[src/rtl/uart_config_pkg.sv]
// Shared configuration types for the UART transmit path: run-time option
// structs, the transmitter state encoding and config clamping helpers.
package uart_config;

  typedef struct packed {
    logic [15:0] divisor;
    logic [4:0]  osm_rate;
  } uart_config_bdgen;

  typedef struct packed {
    logic       parity_en;
    logic       parity_even;
    logic [3:0] data_len;
    logic [1:0] stop_len;
  } uart_config_tx;

  typedef enum logic [2:0] {
    ST_IDLE,
    ST_WAIT,
    ST_START,
    ST_DATA,
    ST_PARITY,
    ST_STOP
  } tx_state_e;

  function automatic logic [3:0] clamp_data_len(input logic [3:0] len);
    if (len < 4'd5) return 4'd5;
    if (len > 4'd8) return 4'd8;
    return len;
  endfunction

  function automatic logic [1:0] clamp_stop_len(input logic [1:0] len);
    if (len == 2'd0) return 2'd1;
    if (len == 2'd3) return 2'd2;
    return len;
  endfunction

endpackage

[src/rtl/uart_bdgen.sv]
// Baud generator: divides clk into oversample ticks (pls_rx) and groups
// osm_rate of those into one bit tick (pls_tx).
module uart_bdgen
  import uart_config::*;
(
  input  logic             clk,
  input  logic             rst,
  input  uart_config_bdgen cfg,
  output logic             pls_rx,
  output logic             pls_tx
);

  logic [15:0] div_q, div_d, div_last;
  logic [4:0]  osm_q, osm_d, osm_last;
  logic        div_wrap, osm_wrap;
  logic        pls_rx_q, pls_rx_d;
  logic        pls_tx_q, pls_tx_d;

  // Wrap on >= so a config shrunk below the current count recovers at once.
  always_comb begin
    div_last = (cfg.divisor == 16'd0) ? 16'd0 : cfg.divisor - 16'd1;
    osm_last = (cfg.osm_rate == 5'd0) ? 5'd0 : cfg.osm_rate - 5'd1;
    div_wrap = (div_q >= div_last);
    osm_wrap = (osm_q >= osm_last);
    div_d    = div_wrap ? 16'd0 : div_q + 16'd1;
    osm_d    = osm_q;
    if (div_wrap) begin
      osm_d = osm_wrap ? 5'd0 : osm_q + 5'd1;
    end
    pls_rx_d = div_wrap;
    pls_tx_d = div_wrap && osm_wrap;
  end

  always_ff @(posedge clk or posedge rst) begin
    if (rst) begin
      div_q    <= 16'd0;
      osm_q    <= 5'd0;
      pls_rx_q <= 1'b0;
      pls_tx_q <= 1'b0;
    end else begin
      div_q    <= div_d;
      osm_q    <= osm_d;
      pls_rx_q <= pls_rx_d;
      pls_tx_q <= pls_tx_d;
    end
  end

  assign pls_rx = pls_rx_q;
  assign pls_tx = pls_tx_q;

endmodule

[src/rtl/uart_tx.sv]
// Frame serializer: loads one byte into the TSR and shifts out start, data
// (LSB first), optional parity and stop bits, one bit per pls_tx interval.
module uart_tx
  import uart_config::*;
(
  input  logic          clk,
  input  logic          rst,
  input  logic          pls_tx,
  input  uart_config_tx cfg,
  input  logic          vld_tx,
  input  logic [7:0]    data,
  output logic          uart_txd,
  output logic          busy_tx,
  output logic          empty_tsr,
  output logic          done_tx
);

  tx_state_e     state_q, state_d;
  logic [7:0]    tsr_q, tsr_d;
  uart_config_tx cfg_q, cfg_d;
  logic [3:0]    bit_cnt_q, bit_cnt_d;
  logic [1:0]    stop_cnt_q, stop_cnt_d;
  logic          par_q, par_d;
  logic          txd_q, txd_d;
  logic          done_q, done_d;

  // txd is registered on the transition, so each bit starts the clk after pls_tx.
  always_comb begin
    state_d    = state_q;
    tsr_d      = tsr_q;
    cfg_d      = cfg_q;
    bit_cnt_d  = bit_cnt_q;
    stop_cnt_d = stop_cnt_q;
    par_d      = par_q;
    txd_d      = txd_q;
    done_d     = 1'b0;
    case (state_q)
      ST_IDLE: begin
        txd_d = 1'b1;
        if (vld_tx) begin
          state_d           = ST_WAIT;
          tsr_d             = data;
          cfg_d.parity_en   = cfg.parity_en;
          cfg_d.parity_even = cfg.parity_even;
          cfg_d.data_len    = clamp_data_len(cfg.data_len);
          cfg_d.stop_len    = clamp_stop_len(cfg.stop_len);
        end
      end
      ST_WAIT: begin
        if (pls_tx) begin
          state_d = ST_START;
          txd_d   = 1'b0;
        end
      end
      ST_START: begin
        if (pls_tx) begin
          state_d   = ST_DATA;
          txd_d     = tsr_q[0];
          tsr_d     = {1'b0, tsr_q[7:1]};
          par_d     = tsr_q[0];
          bit_cnt_d = 4'd1;
        end
      end
      ST_DATA: begin
        if (pls_tx) begin
          if (bit_cnt_q == cfg_q.data_len) begin
            if (cfg_q.parity_en) begin
              state_d = ST_PARITY;
              txd_d   = cfg_q.parity_even ? par_q : ~par_q;
            end else begin
              state_d    = ST_STOP;
              txd_d      = 1'b1;
              stop_cnt_d = 2'd1;
            end
          end else begin
            txd_d     = tsr_q[0];
            tsr_d     = {1'b0, tsr_q[7:1]};
            par_d     = par_q ^ tsr_q[0];
            bit_cnt_d = bit_cnt_q + 4'd1;
          end
        end
      end
      ST_PARITY: begin
        if (pls_tx) begin
          state_d    = ST_STOP;
          txd_d      = 1'b1;
          stop_cnt_d = 2'd1;
        end
      end
      ST_STOP: begin
        if (pls_tx) begin
          if (stop_cnt_q == cfg_q.stop_len) begin
            state_d = ST_IDLE;
            txd_d   = 1'b1;
            done_d  = 1'b1;
          end else begin
            stop_cnt_d = stop_cnt_q + 2'd1;
          end
        end
      end
      default: begin
        state_d = ST_IDLE;
        txd_d   = 1'b1;
      end
    endcase
  end

  always_ff @(posedge clk or posedge rst) begin
    if (rst) begin
      state_q    <= ST_IDLE;
      tsr_q      <= 8'd0;
      cfg_q      <= '0;
      bit_cnt_q  <= 4'd0;
      stop_cnt_q <= 2'd0;
      par_q      <= 1'b0;
      txd_q      <= 1'b1;
      done_q     <= 1'b0;
    end else begin
      state_q    <= state_d;
      tsr_q      <= tsr_d;
      cfg_q      <= cfg_d;
      bit_cnt_q  <= bit_cnt_d;
      stop_cnt_q <= stop_cnt_d;
      par_q      <= par_d;
      txd_q      <= txd_d;
      done_q     <= done_d;
    end
  end

  assign uart_txd  = txd_q;
  assign busy_tx   = (state_q != ST_IDLE);
  assign empty_tsr = (state_q == ST_IDLE);
  assign done_tx   = done_q;

endmodule

[src/rtl/uart_tx_top.sv]
// UART transmit half: baud/oversample tick generator feeding the frame
// serializer; the oversample tick is exported for the receive path.
module uart_tx_top
  import uart_config::*;
(
  input  logic             clk,
  input  logic             rstn,
  input  uart_config_bdgen ucfg_bdgen,
  input  uart_config_tx    ucfg_trx,
  input  logic             vld_tx,
  input  logic [7:0]       data,
  output logic             uart_txd,
  output logic             busy_tx,
  output logic             empty_tsr,
  output logic             done_tx,
  output logic             pls_rx,
  output logic             pls_tx
);

  uart_bdgen u_bdgen (
    .clk    (clk),
    .rst    (rstn),
    .cfg    (ucfg_bdgen),
    .pls_rx (pls_rx),
    .pls_tx (pls_tx)
  );

  uart_tx u_tx (
    .clk       (clk),
    .rst       (rstn),
    .pls_tx    (pls_tx),
    .cfg       (ucfg_trx),
    .vld_tx    (vld_tx),
    .data      (data),
    .uart_txd  (uart_txd),
    .busy_tx   (busy_tx),
    .empty_tsr (empty_tsr),
    .done_tx   (done_tx)
  );

endmodule

[config.mk]
export PLATFORM = sky130hd
export DESIGN_NAME = uart_tx_top
export DESIGN_NICKNAME = d
export VERILOG_FILES = /design/src/rtl/uart_config_pkg.sv /design/src/rtl/uart_bdgen.sv /design/src/rtl/uart_tx.sv /design/src/rtl/uart_tx_top.sv
export SDC_FILE = /design/constraint.sdc
export NUM_CORES = 1
export LEC_CHECK = 0
export CAP_MARGIN = 10
export CORE_MARGIN = 4
export CORE_UTILIZATION = 25
export CTS_BUF_LIST = sky130_fd_sc_hd__clkbuf_16
export CTS_CLUSTER_SIZE = 16
export DETAILED_ROUTE_END_ITERATION = 8
export HOLD_SLACK_MARGIN = 0.08
export PLACE_DENSITY = 0.47
export REMOVE_ABC_BUFFERS = 1
export SYNTH_ARGS = -nofsm -noshare
export SYNTH_HDL_FRONTEND = slang
export SYNTH_SLANG_ARGS = --single-unit
[constraint.sdc]
create_clock -name clk -period 3.8 [get_ports clk]
set_clock_uncertainty 0.15 [all_clocks]
set_input_delay 0.76 -clock clk [delete_from_list [all_inputs] [get_ports clk]]
set_output_delay 0.76 -clock clk [all_outputs]
set_load 0.1 [all_outputs]
==> results by group <==
Synthesis
  • Synth area leader: dfrtp_1
  • Top cell type's share of synthesized area: 0.369
  • Distinct cells, synth: 47
  • Synth area leaders: dfrtp_1, ha_1, xor2_1
  • Synth Instances: ~380
  • Post-synthesis register bit count: 51
  • Syn_area_per_cell: 9.00 um^2
  • Fraction of registers with async set/reset: 1.00
  • EDFF count, synth: 0
  • Seq/Total Area, Yosys: 0.376
  • YS warnings: 0
  • Mapped Area: 3390 um^2
  • Dominant synthesized flop cell: dfrtp_1

CTS
  • Worst-Skew Late Latency: roughly 0.29 ns
  • CTS root buffer: clkbuf_16
  • Num CTS Buffers: 5
  • CTS HTree Levels: 2
  • Clock Sinks: 51
  • Clock-pin transition on the worst setup and hold timing paths: 0.07 ns
  • CTS Buffer Depth: 2
  • CTS tree: done

Floorplanning
  • DIE AREA: 15500 um^2
  • Starting Density: 0.255
  • Core area: roughly 13000 um^2
  • Cell Rows: 42
  • I/O pin cnt: between 40 and 50
  • Die extent in y: between 100 and 150 um
  • Die X-Extent: between 100 and 150 um

Timing
  • Crit path time final: 3.61 ns
  • Min Hold Slack: 0.329 ns
  • Maximum clock frequency: 277 MHz
  • Worst slew margin: 0.354
  • Slew @ Worst Pin: 0.967 ns
  • Final Hold Vio Count: 0
  • RSZ-0062 raised after global routing: no
  • Setup violators final: 0
  • Max Slew Vio Count: 0
  • Tcrit/Tclk final: 0.951

Run
  • MaxCap Viol Count: 0

Worst setup path
  • Most common cell type on the critical path: buf_4
  • Worst Reg-to-Reg Cells: 8
  • Reg2reg setup slack: around 1.4 ns
  • CP delay by family, top: compound AO/OA/AOI/OAI gates
  • Critical R2R Launch: u_bdgen.div_q[2]$_DFF_PP0_
  • Critical path cell sequence: clkdlybuf4s50_1, nor4_2, and2b_1, buf_4, nand3_1, nand2_1, ha_1, a211o_1, a31oi_2, o311ai_2, a211o_2, buf_4, nand2b_1, mux2i_1
  • CP Max Fanout: 8
  • Slowest stage delay, CP: ~0.45 ns
  • Slowest-stage cell, CP: a211o_2
  • CP Buf/Inv Count: 3
  • Nature of the critical path endpoint: register
  • Crit Path Class: input port to register
  • Worst setup SP type: input port
  • CP arrival: 3.64 ns
  • RR Endpoint: u_bdgen.osm_q[0]$_DFFE_PP0P_
  • WP data required: 3.83 ns

Layout
  • Fin cells: around 630
  • Most common cell after layout, fill and taps aside: dfrtp_1
  • Fin nets: 523
  • Number of diodes: 0
  • Area Growth Syn to Fin: 31.1%
  • Ratio of cells with drive above 1 in the final layout: 0.171
  • Most frequent cells in the layout: dfrtp_1, nand2_1, buf_4

Detailed routing
  • Wire length per cell: roughly 12 um
  • 1st-pass router iterations: 4
  • Routed vias/inst: 4.48
  • Post-route DRC: 0
  • Iter 0 DRT Violations: 86
  • Post-DRT Antenna Nets: 0
  • Final WL: 7450 um
  • Vias: about 2.8k

Global route
  • Grt total ovfl: 0
  • GRT Total Usage: 0.0964
  • Pin count of the biggest net entering global routing: 27
  • Vias in the first global route: 2745
  • First-pass GRT wire length: between 10000 and 15000 um
  • Initial antenna violation count: 0

Hold path
  • Hold path depth: 2
  • Hold Startpoint: u_tx.tsr_q[6]$_DFFE_PP0P_
  • Worst Hold Endpoint: u_tx.tsr_q[6]$_DFFE_PP0P_
  • Hold WC Path Type: register to register

Place
  • GP Congestion: 0.733
  • I/O Buffers: 44
  • Post-DP HPWL: 5870 um
  • Placed insts: 622

Status
  • Status: finished, final reports clean

Pwr
  • PD cells: 403 nW/um^2
  • Worst IR Drop VDD: 0.000167 V
  • Leak pwr: 2.11 nW
cells in the mapped netlist (all sizes together) (2+ instances only):
cell / n
dfrtp: 50
nand2: 50
nor2: 41
ha: 27
xor2: 24
o21ai: 21
a21oi: 16
inv: 16
nand3: 15
nor3: 12
mux2i: 11
nand2b: 10
xnor2: 8
and3: 7
buf: 7
nand4: 7
nor4: 7
mux2: 6
a31oi: 5
a211o: 4
clkbuf: 4
o31ai: 4
a211oi: 3
a21o: 3
and2: 3
o21a: 2
or2: 2
sequential cells by signal (all words and copies together), names as in the netlist, 2 cells and up:
register	flops
u_tx.tsr_q	8
u_tx.stop_cnt_q	2
u_tx.state_q	3
u_bdgen.osm_q	5
u_tx.cfg_q	8
u_bdgen.div_q	16
u_tx.bit_cnt_q	4
power breakdown:
group | switching, mW | total, mW | internal [mW] | leakage (nW)
clock | 0.188 | 0.426 | 0.238 | 0.0762
combinational | 0.300 | 0.568 | 0.268 | 1.37
sequential | 0.133 | 0.799 | 0.666 | 0.657
total | 0.620 | 1.79 | 1.17 | 2.11
final cells by class:
class | instances | area (um^2)
Tap cell | 176 | 220
Fill cell | 1396 | 8840
Timing Repair Buffer | 83 | 728
Sequential cell | 51 | 1280
Clock buffer | 5 | 125
Clock inverter | 3 | 12.5
Multi-Input combinational cell | 299 | 2030
Inverter | 16 | 60.1
worst max path at each step:
stage                                           start                           end  slack (ns)  cells past startpoint
final                                  ucfg_bdgen[14]  u_bdgen.osm_q[0]$_DFFE_PP0P_        0.19                     14
after global routing                   ucfg_bdgen[14]  u_bdgen.osm_q[0]$_DFFE_PP0P_       0.003                     14
after CTS                               ucfg_bdgen[5]  u_bdgen.osm_q[1]$_DFFE_PP0P_        0.09                     14
after detailed placement                ucfg_bdgen[5]   u_bdgen.div_q[14]$_DFF_PP0_       -0.36                     15
after global placement                  ucfg_bdgen[5]   u_bdgen.div_q[15]$_DFF_PP0_       -0.31                     15
after floorplan           u_tx.state_q[0]$_DFFE_PP0P_                       busy_tx       -1.27                      2
what timing repair did:
action,4_1_cts,5_1_grt
pin swaps,0,3
buffers inserted,0,3
endpoints found under the setup margin,18,21
hold buffers,0,0
cloned,0,0
resized for setup,1,10
layer usage:
metal	wire, um	vias to the layer above	global-route usage
li1	-	1470	-
met1	3570	1341	0.127
met2	3670	21	0.162
met3	159	4	0.0219
met4	46	0	0.0213
met5	0	-	0
tightest hold or removal path, stage by stage (launching register included):
cell and delay (ns):
dfrtp_1 0.34, nand2_1 0.04, o21ai_0 0.06
kinds of logic (layout without fill, tap and decap cells):
logic type	count (synthesis)	count (layout)	share of synthesized area
muxes	17	17	0.0534
DFF	51	51	0.376
adders and majority gates	27	27	0.0995
AOI/OAI and AO/OA	63	63	0.123
buffers and inverters	27	107	0.0369
and+or+nand+nor	160	160	0.229
xor gates and xnor gates	32	32	0.0826
through the flow:
stage	TNS, ns	utilization	setup WS (ns)	instance area, um^2	total power, mW
detailed placement	-7.24	0.320	-0.364	4250	1.37
global route	0	0.335	0.00318	4450	1.94
finish	0	0.335	0.186	4450	1.79
CTS	0	0.330	0.0866	4390	1.81
floorplan	-1.91	-	-1.27	3330	1.16
global placement	-6.21	0.320	-0.311	4250	1.35
Power figures use the tool's default switching activity.
